## src/rtl/edge_detect_multi_amisha_pkg.sv

```systemverilog
// Shared types for the multi-channel debounced edge detector: FSM state
// encoding, per-channel mode codes and a state-to-level helper.
package edge_detect_pkg_amisha;

  typedef enum logic [1:0] {
    ZERO = 2'd0,
    RISE = 2'd1,
    ONE  = 2'd2,
    FALL = 2'd3
  } state_e;

  localparam logic [1:0] MODE_OFF  = 2'b00;
  localparam logic [1:0] MODE_RISE = 2'b01;
  localparam logic [1:0] MODE_FALL = 2'b10;
  localparam logic [1:0] MODE_BOTH = 2'b11;

  // Filtered level carried by each state; RISE/FALL already show the new level.
  function automatic logic state_level(input state_e s);
    return (s == RISE) || (s == ONE);
  endfunction

endpackage

```

## src/rtl/edge_detect_multi_amisha_chan.sv

```systemverilog
// One channel: optional synchroniser, debounce counter, Moore edge FSM and
// registered rise/fall/level outputs.
module edge_detect_chan_amisha
  import edge_detect_pkg_amisha::*;
#(
  parameter int unsigned SYNC_STAGES   = 2,
  parameter int unsigned STABLE_CYCLES = 4,
  parameter int unsigned CNT_W         = 8
) (
  input  logic       i_clk,
  input  logic       i_rst_n,
  input  logic       i_level,
  input  logic [1:0] i_mode,
  output logic       o_rise,
  output logic       o_fall,
  output logic       o_tick,
  output logic       o_level_filt,
  output logic       o_tick_next
);

  logic             w_s;
  state_e           r_state;
  state_e           w_state_next;
  logic [CNT_W-1:0] r_cnt;
  logic [CNT_W-1:0] w_cnt_next;
  logic             w_accept;
  logic             w_rise_en;
  logic             w_fall_en;
  logic             w_rise_next;
  logic             w_fall_next;
  logic             r_rise;
  logic             r_fall;
  logic             r_level_filt;

  if (SYNC_STAGES == 0) begin : g_no_sync
    assign w_s = i_level;
  end else begin : g_sync
    logic [SYNC_STAGES-1:0] r_sync;

    always_ff @(posedge i_clk) begin
      if (!i_rst_n) begin
        r_sync <= '0;
      end else begin
        r_sync[0] <= i_level;
        for (int k = 1; k < SYNC_STAGES; k++) begin
          r_sync[k] <= r_sync[k-1];
        end
      end
    end

    assign w_s = r_sync[SYNC_STAGES-1];
  end

  always_comb begin
    w_rise_en = 1'b0;
    w_fall_en = 1'b0;
    unique case (i_mode)
      MODE_OFF:  ;
      MODE_RISE: w_rise_en = 1'b1;
      MODE_FALL: w_fall_en = 1'b1;
      MODE_BOTH: begin
        w_rise_en = 1'b1;
        w_fall_en = 1'b1;
      end
      default: ;
    endcase
  end

  // Counter runs only while the synchronised input disagrees with the
  // filtered level; reaching STABLE_CYCLES-1 on a disagreeing cycle accepts.
  always_comb begin
    w_accept     = 1'b0;
    w_cnt_next   = '0;
    w_state_next = r_state;
    if (w_s != state_level(r_state)) begin
      if (r_cnt == CNT_W'(STABLE_CYCLES - 1)) begin
        w_accept = 1'b1;
      end else begin
        w_cnt_next = r_cnt + CNT_W'(1);
      end
    end
    unique case (r_state)
      ZERO: if (w_accept) w_state_next = RISE;
      RISE: w_state_next = w_accept ? FALL : ONE;
      ONE:  if (w_accept) w_state_next = FALL;
      FALL: w_state_next = w_accept ? RISE : ZERO;
      default: w_state_next = ZERO;
    endcase
  end

  // RISE/FALL are only ever entered on an acceptance edge, so mode changes
  // alone can never produce a pulse.
  assign w_rise_next = (w_state_next == RISE) && w_rise_en;
  assign w_fall_next = (w_state_next == FALL) && w_fall_en;

  always_ff @(posedge i_clk) begin
    if (!i_rst_n) begin
      r_state      <= ZERO;
      r_cnt        <= '0;
      r_rise       <= 1'b0;
      r_fall       <= 1'b0;
      r_level_filt <= 1'b0;
    end else begin
      r_state      <= w_state_next;
      r_cnt        <= w_cnt_next;
      r_rise       <= w_rise_next;
      r_fall       <= w_fall_next;
      r_level_filt <= state_level(w_state_next);
    end
  end

  assign o_rise       = r_rise;
  assign o_fall       = r_fall;
  assign o_tick       = r_rise | r_fall;
  assign o_level_filt = r_level_filt;
  assign o_tick_next  = w_rise_next | w_fall_next;

endmodule

```

## src/rtl/edge_detect_multi_amisha.sv

```systemverilog
// Multi-channel debounced edge detector: replicates the channel block and
// registers a combined tick flag aligned with the per-channel ticks.
module edge_detect_multi_amisha
  import edge_detect_pkg_amisha::*;
#(
  parameter int unsigned CHANNELS      = 4,
  parameter int unsigned SYNC_STAGES   = 2,
  parameter int unsigned STABLE_CYCLES = 4,
  parameter int unsigned CNT_W         = 8
) (
  input  logic                  clk_amisha,
  input  logic                  reset_amisha,
  input  logic [CHANNELS-1:0]   level_amisha,
  input  logic [2*CHANNELS-1:0] mode_amisha,
  output logic [CHANNELS-1:0]   tick_amisha,
  output logic [CHANNELS-1:0]   rise_amisha,
  output logic [CHANNELS-1:0]   fall_amisha,
  output logic [CHANNELS-1:0]   level_filt_amisha,
  output logic                  any_tick_amisha
);

  if (CHANNELS < 1 || CHANNELS > 32) begin : g_bad_channels
    $fatal(1, "edge_detect_multi_amisha: CHANNELS out of range");
  end
  if (SYNC_STAGES > 4) begin : g_bad_sync
    $fatal(1, "edge_detect_multi_amisha: SYNC_STAGES out of range");
  end
  if (STABLE_CYCLES < 1 || STABLE_CYCLES > 255 || (STABLE_CYCLES >> CNT_W) != 0)
  begin : g_bad_stable
    $fatal(1, "edge_detect_multi_amisha: STABLE_CYCLES does not fit CNT_W");
  end

  logic [CHANNELS-1:0] w_tick_next;
  logic                r_any_tick;

  for (genvar i = 0; i < CHANNELS; i++) begin : g_chan
    edge_detect_chan_amisha #(
      .SYNC_STAGES  (SYNC_STAGES),
      .STABLE_CYCLES(STABLE_CYCLES),
      .CNT_W        (CNT_W)
    ) u_chan (
      .i_clk        (clk_amisha),
      .i_rst_n      (reset_amisha),
      .i_level      (level_amisha[i]),
      .i_mode       (mode_amisha[2*i +: 2]),
      .o_rise       (rise_amisha[i]),
      .o_fall       (fall_amisha[i]),
      .o_tick       (tick_amisha[i]),
      .o_level_filt (level_filt_amisha[i]),
      .o_tick_next  (w_tick_next[i])
    );
  end

  // Built from next-state tick conditions so it lands in the tick cycle.
  always_ff @(posedge clk_amisha) begin
    if (!reset_amisha) begin
      r_any_tick <= 1'b0;
    end else begin
      r_any_tick <= |w_tick_next;
    end
  end

  assign any_tick_amisha = r_any_tick;

endmodule

```

## config.mk

```make
export PLATFORM = sky130hd
export DESIGN_NAME = edge_detect_multi_amisha
export DESIGN_NICKNAME = d
export VERILOG_FILES = /design/src/rtl/edge_detect_multi_amisha_pkg.sv /design/src/rtl/edge_detect_multi_amisha_chan.sv /design/src/rtl/edge_detect_multi_amisha.sv
export SDC_FILE = /design/constraint.sdc
export NUM_CORES = 1
export LEC_CHECK = 0
export BUFFER_PORTS_ARGS = -buffer_cell sky130_fd_sc_hd__buf_2
export CORE_UTILIZATION = 52
export DETAILED_ROUTE_END_ITERATION = 6
export PLACE_DENSITY = 0.72
export SLEW_MARGIN = 25
export SYNTH_ARGS = -nofsm -noshare
export SYNTH_HDL_FRONTEND = slang
export SYNTH_SLANG_ARGS = --single-unit
```

## constraint.sdc

```tcl
create_clock -name clk_amisha -period 2.76 [get_ports clk_amisha]
set_input_delay 0.276 -clock clk_amisha [delete_from_list [all_inputs] [get_ports clk_amisha]]
set_output_delay 0.276 -clock clk_amisha [all_outputs]
set_load 0.05 [all_outputs]
```

# --- Yosys cells after proc, flatten, opt, wreduce, memory -nomap -nowiden ---
# Index checks and enable logic that the tools add are counted.
# W data, S select, Z words.
op_classes:
  add_sub_neg: 4
  multipliers: 0
  div: 0
  magnitude_cmp: 0
  eq_ne: 44
  shifts: 0
  mux: 36
  n_bitwise: 13
  reduce_logical: 33
ops:
  columns: ["op", "n"]
  rows:
  - ["$eq A2 B2 Y1 const B", 24]
  - ["$add A8 B1 Y8 const B", 4]
  - ["$eq A8 B2 Y1 const B", 4]
  - ["$pmux W2 S4", 4]
  - ["$eq A2 B1 Y1 const B", 12]
  - ["$mux W1", 24]
  - ["$mux W2", 8]
  - ["$reduce_or A2 Y1", 8]
  - ["$reduce_or A3 Y1", 4]
  - ["$logic_and A1 B1 Y1", 8]
  - ["$logic_not A2 Y1", 4]
  - ["$logic_or A1 B1 Y1", 8]
  - ["$or A1 B1 Y1", 8]
  - ["$not A1 Y1", 5]
  - ["$ne A1 B1 Y1", 4]
  - ["$reduce_or A4 Y1", 1]
totals:
  register_bits: 61
  latch_bits: 0
  ram_bits: 0
  mem_bits_ro: 0
  inputBits: 14
  output_inout_bits: 17
  elab_cells: 155
  n_memories: 0

# --- Depth between registers and ports, before layout ---
logic_depth:
  ltp_word: 10
  ltp_mapped: 9
  ltp_nobuf: 9

# --- Hierarchy ---
# A second synthesis with hierarchy kept.
hier_totals:
  hier_cells: 278
  hier_area_um2: 2688.8
by_module_without_submodules:
  columns: ["module", "instances", "cells_each", "area_per_inst_um2", "seq_area_each_um2"]
  rows:
  - ["edge_detect_chan_amisha", 4, 69, 664.4, 300.3]
  - ["edge_detect_multi_amisha", 1, 2, 31.3, 20.0]

# --- Least setup slack after synthesis ---
# No wires, ideal clock.
synth_path:
  path_type: "reg2reg"
  from: "reg g_chan[1].u_chan.r_state[0]"
  to: "reg r_any_tick, in the netlist any_tick_amisha"
  setup_ns: 0.127
  t_arrival_ns: 1.960
  t_required_ns: 2.633
  setup_slack_ns: 0.673
  path_stages_with_launch: 9
  path_buffers: 0
  period_less_slack_ns: 2.087
  cell_sequence: "dfxtp_1 inv_1 ha_1 or4_1 and2_1 ha_1 a22o_1 a221oi_1 a31oi_1"
synth_via:
  elab_chain_cells: 10
  elab_cells_between_ends: 18
  classes_between: "eq/ne (6); mux (6); bitwise (1); reduce/logical (5)"
synth_lines:
  columns: ["element", "line_no", "text"]
  rows:
  - ["start: declaration", "edge_detect_multi_amisha_chan.sv:22", "state_e r_state;"]
  - ["start signal: assignment", "edge_detect_multi_amisha_chan.sv:104", "r_state <= w_state_next;"]
  - ["$eq A2 B1 Y1 / $eq A2 B2 Y1 (equally long branches)", "edge_detect_multi_amisha_pkg.sv:19, edge_detect_multi_amisha_chan.sv:82", null]
  - ["$logic_or A1 B1 Y1", "edge_detect_multi_amisha_pkg.sv:19", "return (s == RISE) || (s == ONE);"]
  - ["$ne A1 B1 Y1", "edge_detect_multi_amisha_chan.sv:75", "if (w_s != state_level(r_state)) begin"]
  - ["$mux W1", "edge_detect_multi_amisha_chan.sv:75", null]
  - ["$mux W1, or another cell as far along", "edge_detect_multi_amisha_chan.sv:84, edge_detect_multi_amisha_chan.sv:86", null]
  - ["$pmux W2 S4 (*)", "edge_detect_multi_amisha_chan.sv:82", "unique case (r_state)"]
  - ["named net g_chan[1].u_chan.w_state_next[0]", "edge_detect_multi_amisha_chan.sv:23", "state_e w_state_next;"]
  - ["$eq A2 B1 Y1 / $eq A2 B2 Y1 (equally long branches)", "edge_detect_multi_amisha_chan.sv:93, edge_detect_multi_amisha_chan.sv:94", null]
  - ["$logic_and A1 B1 Y1 (on tied branches)", "edge_detect_multi_amisha_chan.sv:93, edge_detect_multi_amisha_chan.sv:94", null]
  - ["$or A1 B1 Y1 (*)", "edge_detect_multi_amisha_chan.sv:116", "assign o_tick_next = w_rise_next | w_fall_next;"]
  - ["$reduce_or A4 Y1 (*)", "edge_detect_multi_amisha.sv:59", "r_any_tick <= |w_tick_next;"]
  - ["end signal: assignment", "edge_detect_multi_amisha.sv:59", null]
  - ["end: declaration", "edge_detect_multi_amisha.sv:34", "logic r_any_tick;"]
# The timed path passes the listed nets; every way through them passes the cells marked *.
# A chain may end at the register's enable or synchronous reset.

# --- Final worst setup path ---
# Same ends and word-level chain as after synthesis.

==> impl_metrics.json <==
{
  "status": "complete, no violations",
  "yosys_warnings": 0,
  "relSlewSlack_pct": 70.7,
  "worst_ep_required_time_ps": 2970,
  "vdd_drop_max_uv": 313,
  "rows": 26,
  "regArea_mm2": 0.00122,
  "final.min_clock_period_ps": 2250,
  "hpwl_um": 3200,
  "hold_path.class": "input port to flop",
  "end_kind": "flop",
  "grt.overflow.total": 0,
  "die_h_um": 75.4,
  "worst_pin_slew_ps": 434,
  "ys_types": 37,
  "finalMaxSlewViolations": 0,
  "numClockSinks": 61,
  "dieArea_mm2": 0.00568,
  "cp_max_fo": 4,
  "ios": 31,
  "async_flop_share_pct": 0,
  "drt_first_pass_iters": 4,
  "vias_per_cell": 5.22,
  "grt_util_all_layers_pct": 17.1,
  "rr_startpoint": "g_chan[1].u_chan.r_state[0]",
  "fillers": 464,
  "synth_area_leaders": "dfxtp_1 44%, ha_1 13%, buf_4 4.3%",
  "clockBufferDepth": 2,
  "multi_input_area_mm2": 0.00138,
  "period_share_pct": 81.6,
  "synth_nets": 333,
  "place_inst": 371,
  "cts.htree.levels": 3,
  "hold_buffers": 0,
  "post_cts_resized": 0,
  "clock_latency_ps": 330,
  "post_drt_wl_per_cell_um": 11.4,
  "total_power_uw": 1740,
  "grt_max_degree": 28,
  "hold_depth": 2,
  "crit_type": "flop to flop",
  "cts_tree": "built",
  "hold_ws_ps": 151,
  "hp-start": "level_amisha[1]",
  "synth_most_common_cell": "dfxtp_1",
  "cts_buffers": 9,
  "drt-initial-drc-count": 69,
  "synth_top_cell_area_share_pct": 43.6,
  "power_density_mw_per_mm2": 559,
  "yosysSeqAreaShare_pct": 43.6,
  "clockRootBuffer": "clkbuf_8",
  "clock_skew_ps": 11.4,
  "clkTransAtPathRegs_ps": 70,
  "vias": 2021,
  "die_w_um": 75.4,
  "reg2regPathDepth": 8,
  "ys_dominant_reg_cell": "dfxtp_1",
  "start_util_pct": 54.5,
  "syn_area_mm2": 0.00280,
  "synth_edf_count": 0,
  "place_congestion": 0.713,
  "synth_cells": 291,
  "yosysTopAreaCell": "dfxtp_1",
  "setup_viol": 0,
  "syn_area_per_cell_um2": 9.62,
  "cp-startpoint": "g_chan[1].u_chan.r_state[0]",
  "drive_gt1_share_pct": 17.4,
  "ys_ff_latch": 61,
  "cts_setup_buffers": 0,
  "crit_arrival_ps": 2460,
  "finalSetupTns_ps": 0,
  "stdcell_count": 387,
  "diodes": 0,
  "rsz0062_at_grt": "no",
  "p_leak_uw": 0.00130,
  "final_net_count": 354,
  "grt_pass1_vias": 1701,
  "core_area_mm2": 0.00514,
  "grt_pass1_wl_um": 7120,
  "final_antenna_net_count": 0,
  "area_growth_pct": 11.2,
  "fmax_mhz": 444,
  "start_kind": "flop",
  "route.detailed.drc": 0,
  "finalHoldViolations": 0,
  "io_buffer_count": 30,
  "grt_antenna_before_repair": 0,
  "synthTopCellsByCount": "61 x dfxtp_1, 28 x ha_1, 21 x nor2_1",
  "cap_violations": 0,
  "wl_um": 4400
}
-- registers in the layout, summed over array words and instances (netlist names) --
name	count
g_chan.u_chan.r_cnt	32
g_chan.u_chan.g_sync.r_sync	8
g_chan.u_chan.r_state	8
g_chan.u_chan.o_fall	4
g_chan.u_chan.o_level_filt	4
g_chan.u_chan.o_rise	4
any_tick_amisha	1
-- layout by cell type (no fill, tap or decap), drive strengths merged, types with 11 or more instances in the layout --
master	instances
ha	28
nor2	21
or3	11
and2	14
dfxtp	61
o21ai	13
nand3	13
clkbuf	13
inv	16
buf	30
-- stage by stage --
step | util (%) | setup WS (ps) | area (um^2)
after floorplan | - | 673 | 2800
after global placement | 56.5 | 627 | 2900
after detailed placement | 56.5 | 520 | 2900
after CTS | 60.6 | 513 | 3110
after global routing | 60.6 | 337 | 3110
final | 60.6 | 509 | 3110
-- final cells by class --
cell class	instances	area share, %
Clock inverter	3	1.37
Tap cell	70	2.81
Clock buffer	13	5.42
Timing Repair Buffer	30	4.82
Sequential cell	61	39.2
Multi-Input combinational cell	193	44.3
Inverter	17	2.05
-- per-layer routing --
metal | wire (um) | global-route usage (%) | vias to the layer above
met2 | 1860 | 25.9 | 48
met5 | 0 | 0 | -
met1 | 2210 | 20.9 | 922
met4 | 136 | 13.0 | 0
met3 | 198 | 4.37 | 11
li1 | - | - | 1040
-- worst paths after layout --
| kind | endpoint | slack [ps] |
|---|---|---|
| max | any_tick_amisha | 510 |
| min reg2reg | g_chan[3].u_chan.g_sync.r_sync[1] | 430 |
| min | g_chan[1].u_chan.g_sync.r_sync[0] | 150 |
| max reg2reg | any_tick_amisha | 510 |
-- kinds of logic after synthesis --
kind of cell             count (synthesis)  share of synthesized area (%)
AND/OR/NAND/NOR                        108                           21.6
flip-flops                              61                           43.6
AO/OA/AOI/OAI                           39                           9.56
buffers and inverters                   37                           7.10
adder cells (fa/ha/maj)                 28                           12.5
XOR/XNOR                                18                           5.63
-- worst max-delay path, cell delays in order, from the launching register on --
cell      delay (ps)
dfxtp_1          380
inv_1             80
ha_1             200
or4_1            500
and2_1           170
ha_1             210
a22o_1           220
a221oi_1         230
a31oi_1          130
-- report_power, final --
part	total, uW	internal, uW	leakage (uW)	switching (uW)
logic	31.7	13.8	0.000700	17.8
registers	892	887	0.000493	4.11
clock network	819	490	0.000106	329
Power figures use the tool's default switching activity.
